<file path="src/rtl/mult_seq_ctrl_if.sv">
`default_nettype none
// ============================================================================
//  Module      : mult_seq_ctrl_if
//  Description : Request/result bundle for the sequential multiplier.
//                The master issues start with operands a/b. The slave returns
//                busy, a one-cycle done strobe and the held product p.
//  Revision    : 1.0  initial release
// ============================================================================
interface mult_seq_ctrl_if #(
    parameter int WIDTH = 8
);
    logic                 start;
    logic [WIDTH-1:0]     a;
    logic [WIDTH-1:0]     b;
    logic                 busy;
    logic                 done;
    logic [2*WIDTH-1:0]   p;

    modport master (
        output start, a, b,
        input  busy, done, p
    );

    modport slave (
        input  start, a, b,
        output busy, done, p
    );
endinterface
`default_nettype wire

</file>
<file path="src/rtl/mult_seq_ctrl.sv">
`default_nettype none
// ============================================================================
//  Module      : mult_seq_ctrl
//  Description : Shift-and-add unsigned multiplier with its own control FSM.
//                It consumes one multiplier bit per clock and produces the
//                2*WIDTH-bit product with a one-cycle done strobe. A zero
//                operand skips the iteration phase entirely.
//  Revision    : 1.0  initial release
// ============================================================================
module mult_seq_ctrl #(
    parameter int WIDTH = 8
) (
    input  logic           clk,
    input  logic           rst_n,
    mult_seq_ctrl_if.slave bus
);
    // Counter only needs to reach WIDTH-1 (WIDTH >= 2 keeps this width >= 1).
    localparam int                 c_CNT_W = $clog2(WIDTH);
    localparam logic [c_CNT_W-1:0] c_LAST  = c_CNT_W'(WIDTH - 1);

    localparam logic [1:0] c_IDLE = 2'd0;
    localparam logic [1:0] c_RUN  = 2'd1;
    localparam logic [1:0] c_DONE = 2'd2;

    logic [1:0]           r_state;
    logic [2*WIDTH-1:0]   r_mcand;
    logic [WIDTH-1:0]     r_mplier;
    logic [2*WIDTH-1:0]   r_acc;
    logic [2*WIDTH-1:0]   r_p;
    logic [c_CNT_W-1:0]   r_cnt;

    logic [2*WIDTH-1:0]   w_acc_next;
    logic                 w_zero;

    // Partial-product step. The 2*WIDTH accumulator cannot overflow because
    // (2^W-1)^2 < 2^(2W).
    assign w_acc_next = r_mplier[0] ? (r_acc + r_mcand) : r_acc;
    assign w_zero     = (bus.a == '0) || (bus.b == '0);

    assign bus.busy = (r_state == c_RUN);
    assign bus.done = (r_state == c_DONE);
    assign bus.p    = r_p;

    // Control FSM and datapath. p only moves on the edge that enters DONE,
    // so it is valid in the done cycle and holds until the next result.
    always_ff @(posedge clk or negedge rst_n) begin
        if (!rst_n) begin
            r_state  <= c_IDLE;
            r_mcand  <= '0;
            r_mplier <= '0;
            r_acc    <= '0;
            r_p      <= '0;
            r_cnt    <= '0;
        end else begin
            case (r_state)
                c_IDLE: begin
                    if (bus.start) begin
                        r_acc <= '0;
                        r_cnt <= '0;
                        if (w_zero) begin
                            // Product is trivially zero: skip RUN.
                            r_mcand  <= '0;
                            r_mplier <= '0;
                            r_p      <= '0;
                            r_state  <= c_DONE;
                        end else begin
                            r_mcand  <= {{WIDTH{1'b0}}, bus.a};
                            r_mplier <= bus.b;
                            r_state  <= c_RUN;
                        end
                    end
                end
                c_RUN: begin
                    r_acc    <= w_acc_next;
                    r_mcand  <= r_mcand << 1;
                    r_mplier <= r_mplier >> 1;
                    r_cnt    <= r_cnt + 1'b1;
                    if (r_cnt == c_LAST) begin
                        r_p     <= w_acc_next;
                        r_state <= c_DONE;
                    end
                end
                c_DONE: begin
                    r_state <= c_IDLE;
                end
                default: begin
                    r_state <= c_IDLE;
                end
            endcase
        end
    end
endmodule
`default_nettype wire

</file>
<file path="src/flat_wrapper.sv">
// flat-port wrapper written by rule: the top's interface ports become plain ports
module mult_seq_ctrl_flat 
#(
    parameter int WIDTH = 8
)
  (clk, rst_n, bus_start, bus_a, bus_b, bus_busy, bus_done, bus_p);
  mult_seq_ctrl_if #(.WIDTH(WIDTH)) bus_i ();
  input  logic clk;
  input  logic rst_n;
  input wire logic [$bits(bus_i.start)-1:0] bus_start;
  input wire logic [$bits(bus_i.a)-1:0] bus_a;
  input wire logic [$bits(bus_i.b)-1:0] bus_b;
  output wire logic [$bits(bus_i.busy)-1:0] bus_busy;
  output wire logic [$bits(bus_i.done)-1:0] bus_done;
  output wire logic [$bits(bus_i.p)-1:0] bus_p;
  assign bus_i.start = bus_start;
  assign bus_i.a = bus_a;
  assign bus_i.b = bus_b;
  assign bus_busy = bus_i.busy;
  assign bus_done = bus_i.done;
  assign bus_p = bus_i.p;
  mult_seq_ctrl #(.WIDTH(WIDTH)) u_core (.clk(clk), .rst_n(rst_n), .bus(bus_i));
endmodule
</file>
<file path="config.mk">
export PLATFORM = sky130hd
export DESIGN_NAME = mult_seq_ctrl_flat
export DESIGN_NICKNAME = d
export VERILOG_FILES = /design/src/rtl/mult_seq_ctrl_if.sv /design/src/rtl/mult_seq_ctrl.sv /design/src/flat_wrapper.sv
export SDC_FILE = /design/constraint.sdc
export NUM_CORES = 1
export LEC_CHECK = 0
export ABC_AREA = 1
export BUFFER_PORTS_ARGS = -buffer_cell sky130_fd_sc_hd__buf_4
export CAP_MARGIN = 20
export CORE_AREA = 2 2 93 95
export DETAILED_ROUTE_END_ITERATION = 7
export DIE_AREA = 0 0 95 97
export PLACE_DENSITY = 0.72
export SLEW_MARGIN = 25
export SYNTH_ARGS = -nofsm -noshare
export SYNTH_HDL_FRONTEND = slang
export SYNTH_SLANG_ARGS = --single-unit
</file>
<file path="constraint.sdc">
create_clock -name clk -period 1.94 [get_ports clk]
set_input_delay 0.194 -clock clk [delete_from_list [all_inputs] [get_ports clk]]
set_output_delay 0.194 -clock clk [all_outputs]
set_load 0.005 [all_outputs]
</file>
**Word-level counts from Yosys, hierarchy flattened**

Cells that the tools add are included.

- Word-level logic and storage cells: 41
- Flip-flop bits (word level): 61
- Bits of input ports: 19
- Output and inout port bits: 18

- Equal/unequal tests: 6
- Add/subtract/negate cells: 2
- Reductions and logical operators: 8
- Muxes and demuxes: 19

Operators by type and width:

| operator | count |
|---|---|
| 16-bit two-way mux | 6 |
| 16-bit one-hot mux with 2 select lines | 3 |
| 8-bit two-way mux | 3 |
| 16-bit adder | 1 |
| 8-bit logical NOT | 2 |
| 8-bit one-hot mux with 2 select lines | 1 |
| 2-bit two-way mux | 3 |
| 3-bit one-hot mux with 2 select lines | 1 |
| 2-bit by 1-bit != test with 1-bit output, second input constant | 2 |
| 2-bit one-hot mux with 2 select lines | 1 |
| 2-bit AND reduction | 2 |
| 4-bit AND reduction | 1 |
| 3-bit by 1-bit adder with 3-bit output, second input constant | 1 |
| 3-bit equality test, second input constant | 1 |
| 3-bit two-way mux | 1 |
| 2-bit by 1-bit equality test with 1-bit output, second input constant | 1 |
| 2-bit equality test, second input constant | 1 |
| 2-bit logical NOT | 1 |
| 2-bit != test, second input constant | 1 |
| 2-bit nonzero test | 1 |
| 1-bit logical OR | 1 |

**Depth between registers and ports, before layout**

- Depth after elaboration: 5
- Mapped depth: 12
- Mapped depth without buffers: 12

**Least setup slack after synthesis**

OpenSTA, ideal clock, no wires.

- Path type: flip-flop to flip-flop
- Start: reg u_core.r_acc[0]
- End: reg u_core.r_p[8] (netlist: u_core.bus.p[8])
- Data required time: 1823 ps
- Setup slack: 150 ps
- Arrival: 1673 ps
- Cell stages (with the launch flop): 12
- Library setup time: 117 ps
- Cell sequence: dfrtp_1 ha_1 fa_1 nand2_1 nand2_1 and2_1 nand2_1 nand2_1 xnor2_1 nand2_1 nand3_1 nand2_1

- Cells in the longest elaborated chain, start to end: 4

RTL lines:

| element | line | text |
|---|---|---|
| from (decl) | mult_seq_ctrl.sv:28 | `logic [2*WIDTH-1:0] r_acc;` |
| from (signal assigned) | mult_seq_ctrl.sv:74 | `r_acc <= w_acc_next;` |
| 16-bit adder | mult_seq_ctrl.sv:37 | `assign w_acc_next = r_mplier[0] ? (r_acc + r_mcand) : r_acc;` |
| 16-bit two-way mux | mult_seq_ctrl.sv:37 |  |
| 16-bit two-way mux | mult_seq_ctrl.sv:78 | `if (r_cnt == c_LAST) begin` |
| 16-bit one-hot mux with 2 select lines | mult_seq_ctrl.sv:55 | `case (r_state)` |
| to (signal assigned) | mult_seq_ctrl.sv:79 | `r_p <= w_acc_next;` |
| to (decl) | mult_seq_ctrl.sv:29 | `logic [2*WIDTH-1:0] r_p;` |

No other way between the ends. The select of a mux whose other input is x is not followed.
A chain may end at the register's enable or synchronous reset.

**Worst setup path in the final report**

- Start: reg u_core.r_acc[0]
- End: reg u_core.r_p[14] (netlist: u_core.bus.p[14])

The elaborated chain is that of the path after synthesis.

==> metrics.txt <==
Simple-Gate Fraction of Synth Area=28.7%; Reg2Reg Depth=12; Seq/Total Area, Yosys=43.0%; Synth Area in XOR/XNOR=1.23%; final hold vios=0; CP Class=flop to flop; PortBufs=36; Synth Area in Adders=6.56%; most frequent cells in the layout=nand2_1 (141), inv_1 (62), dfrtp_1 (61), nor2_1 (45); CTS buffer count=9; max-slew violations=0; Max-cap violations=0; cell repeated most along the worst path=nand2_1; antenna violations before repair=0; die area=0.00922 mm²; CP required=2.18 ns; DP Area=0.00395 mm²; first-pass GRT wire length=14.2 mm; worst-case clock buffer depth=2; Detail Placement HPWL=5.76 mm; post-layout minimum cycle time=1.83 ns; insertion delay to the later sink of the worst-skew pair=0.35 ns; DR DRC count=0; critical path capture point type=flop; Hold Crit Class=input pin to flop; post-synth top area cell=dfrtp_1; WL/cell=13.3 µm; post-synth top area share=43.0%; compound-gate portion of the synthesized area=11.5%; core area=0.00813 mm²; initial detailed-routing violation count=225; Ant. Diodes=0; nets@finish=568; met2 usage=30.5%; Yosys reg bits=61; pin count of the biggest net entering global routing=62; Worst Path Arrival=2.07 ns; design area=0.00423 mm²; vias in the first global route=3063; CTS Sinks=61; most common cell after layout, fill and taps aside=nand2_1; WP depth=12; maximum fanout along the worst path=3; critical path's top delay family=simple AND/OR/NAND/NOR gates; wirelength, routed=8.55 mm; mux contribution to synthesized area=0%; share of layout cells above drive strength 1=14.9%; initial core utilization=43.6%; gr usage total=19.4%; io pins=37; Pleak=2.24 nW; final core occ=52.0%; worst vdd ir=0.00155 V; GR peak layer=met2; Mapped Nets=528; main combinational cell family by area after synthesis=simple AND/OR/NAND/NOR gates; synthesized cell area=0.00355 mm²; Max-slew headroom=47.7%; Power Density=1870 mW/mm²; Worst Tran Pin Value=0.784 ns; area added between synthesis and finish=19.2%; root buffer cell=clkbuf_8; WHS Path Cells=3; # setup viols final=0; CTS clk-pin slew, worst paths=0.07 ns; maximum clock rate=545 MHz; CP max stage delay=0.40 ns; Layout fillers=750; Die Y=97 µm; M1 GR Usage=26.7%; Via Count=3249; RSZ-0062 raised after global routing=yes; first-pass detailed-route iteration total=5; H-tree Lvls=3; Synth cell types=29; crit share post-route=94.6%; outcome=completed; Die W=95 µm; vias per cell=5.07; Row Count=33; Detail Route Antenna Nets=0; Slowest-stage cell, CP=dfrtp_1; top area cells in the synthesized netlist=dfrtp_1 (43%), nand2_1 (15%), inv_1 (6.6%); Bufs and invs on worst path=0; GPL Wtd Cong=0.939; setup tns final=0 ns; yosys warns=0; CP cell instances=ha_2, fa_2, nand2_1, nand2_1, nand3b_1, nand2_2, nand2_2, nand2_1, nand2_1, nand3_1, nand3_1, nand2_1; met3 Usage GRT=3.35%; Setup crit start kind=flop; Syn Area/Cell=7.23 µm²; Cells after Synth=491; GRT Residual Overflow=0; TritonCTS clock tree=built; skew final=0.00763 ns
==> layer usage <==
metal,routed length (µm),up-vias
met5,0,-
li1,-,1648
met4,133,0
met3,502,14
met1,3900,1510
met2,4010,77
==> final timing paths <==
path                                       start            endpoint  slack [ns]
worst max-delay path             u_core.r_acc[0]    u_core.bus.p[14]        0.11
worst min-delay path                    bus_b[7]  u_core.r_mplier[7]        0.12
worst max register to register   u_core.r_acc[0]    u_core.bus.p[14]        0.11
worst min register to register  u_core.bus.p[12]    u_core.bus.p[12]        0.48
max in group asynchronous                  rst_n    u_core.r_acc[15]        0.96
min in group asynchronous                  rst_n  u_core.r_mplier[6]        0.47
==> cell type report <==
class / count / area [µm²] / share of cell area [%]
clock inverter: 4 / 47.5 / 1.12
multi-input combinational: 348 / 1770 / 42.0
sequential: 61 / 1530 / 36.1
clock buffer: 12 / 145 / 3.43
inverter: 65 / 244 / 5.77
tap: 105 / 131 / 3.11
timing repair buffer: 46 / 360 / 8.52
==> logic make-up after synthesis <==
kind of cell,after synthesis
flip-flops,61
XOR/XNOR,5
AO/OA/AOI/OAI,77
AND/OR/NAND/NOR,248
buffers and inverters,82
adder cells (fa/ha/maj),18
==> power breakdown <==
part           internal [W]  switching (W)  total, W  leakage [nW]
sequential          0.00185       0.000418   0.00227         0.770
clock              0.000625       0.000526   0.00115        0.0964
combinational       0.00176        0.00271   0.00447          1.37
==> cell usage after synthesis (all sizes together) <==
cell type	n
o21ai	24
o211ai	2
fa	1
nand3b	2
buf	8
dfrtp	61
ha	17
nor2	46
a22o	2
a21oi	42
clkbuf	9
nand4	1
nand3	46
inv	65
xnor2	2
o22ai	6
nor3	3
xor2	3
or2	3
a22oi	1
and2	1
nand2	146
==> state kept, by name (all words and copies together), names as in the netlist <==
signal           count
u_core.r_mcand      16
u_core.r_state       2
u_core.r_acc        16
u_core.r_mplier      8
u_core.r_cnt         3
u_core.bus.p        16
==> what timing repair did <==
item / CTS / global route
endpoints found under the setup margin: 1 / 18
hold endpoints to repair: 61 / 0
hold buffers: 1 / 0
gates resized for setup: 1 / 12
gates cloned: 0 / 0
setup buffers: 0 / 2
pin swaps: 0 / 3
==> stage by stage <==
step	total power, W	instances	worst slack (ns)	hold slack, ns
6_report	0.00789	641	0.106	0.117
5_1_grt	0.00864	641	-0.0105	0.118
4_1_cts	0.00770	639	0.0413	0.112
3_5_place_dp	0.00653	622	-0.00258	0.322
3_3_place_gp	0.00642	622	0.0356	0.324
2_1_floorplan	0.00535	491	0.150	-0.102
==> worst min-delay path, delay by kind of cell <==
family	cells	cell delay, ns
compound gates	1	0.07
buf+inv	2	0.15
(Power assumes the default switching activity.)
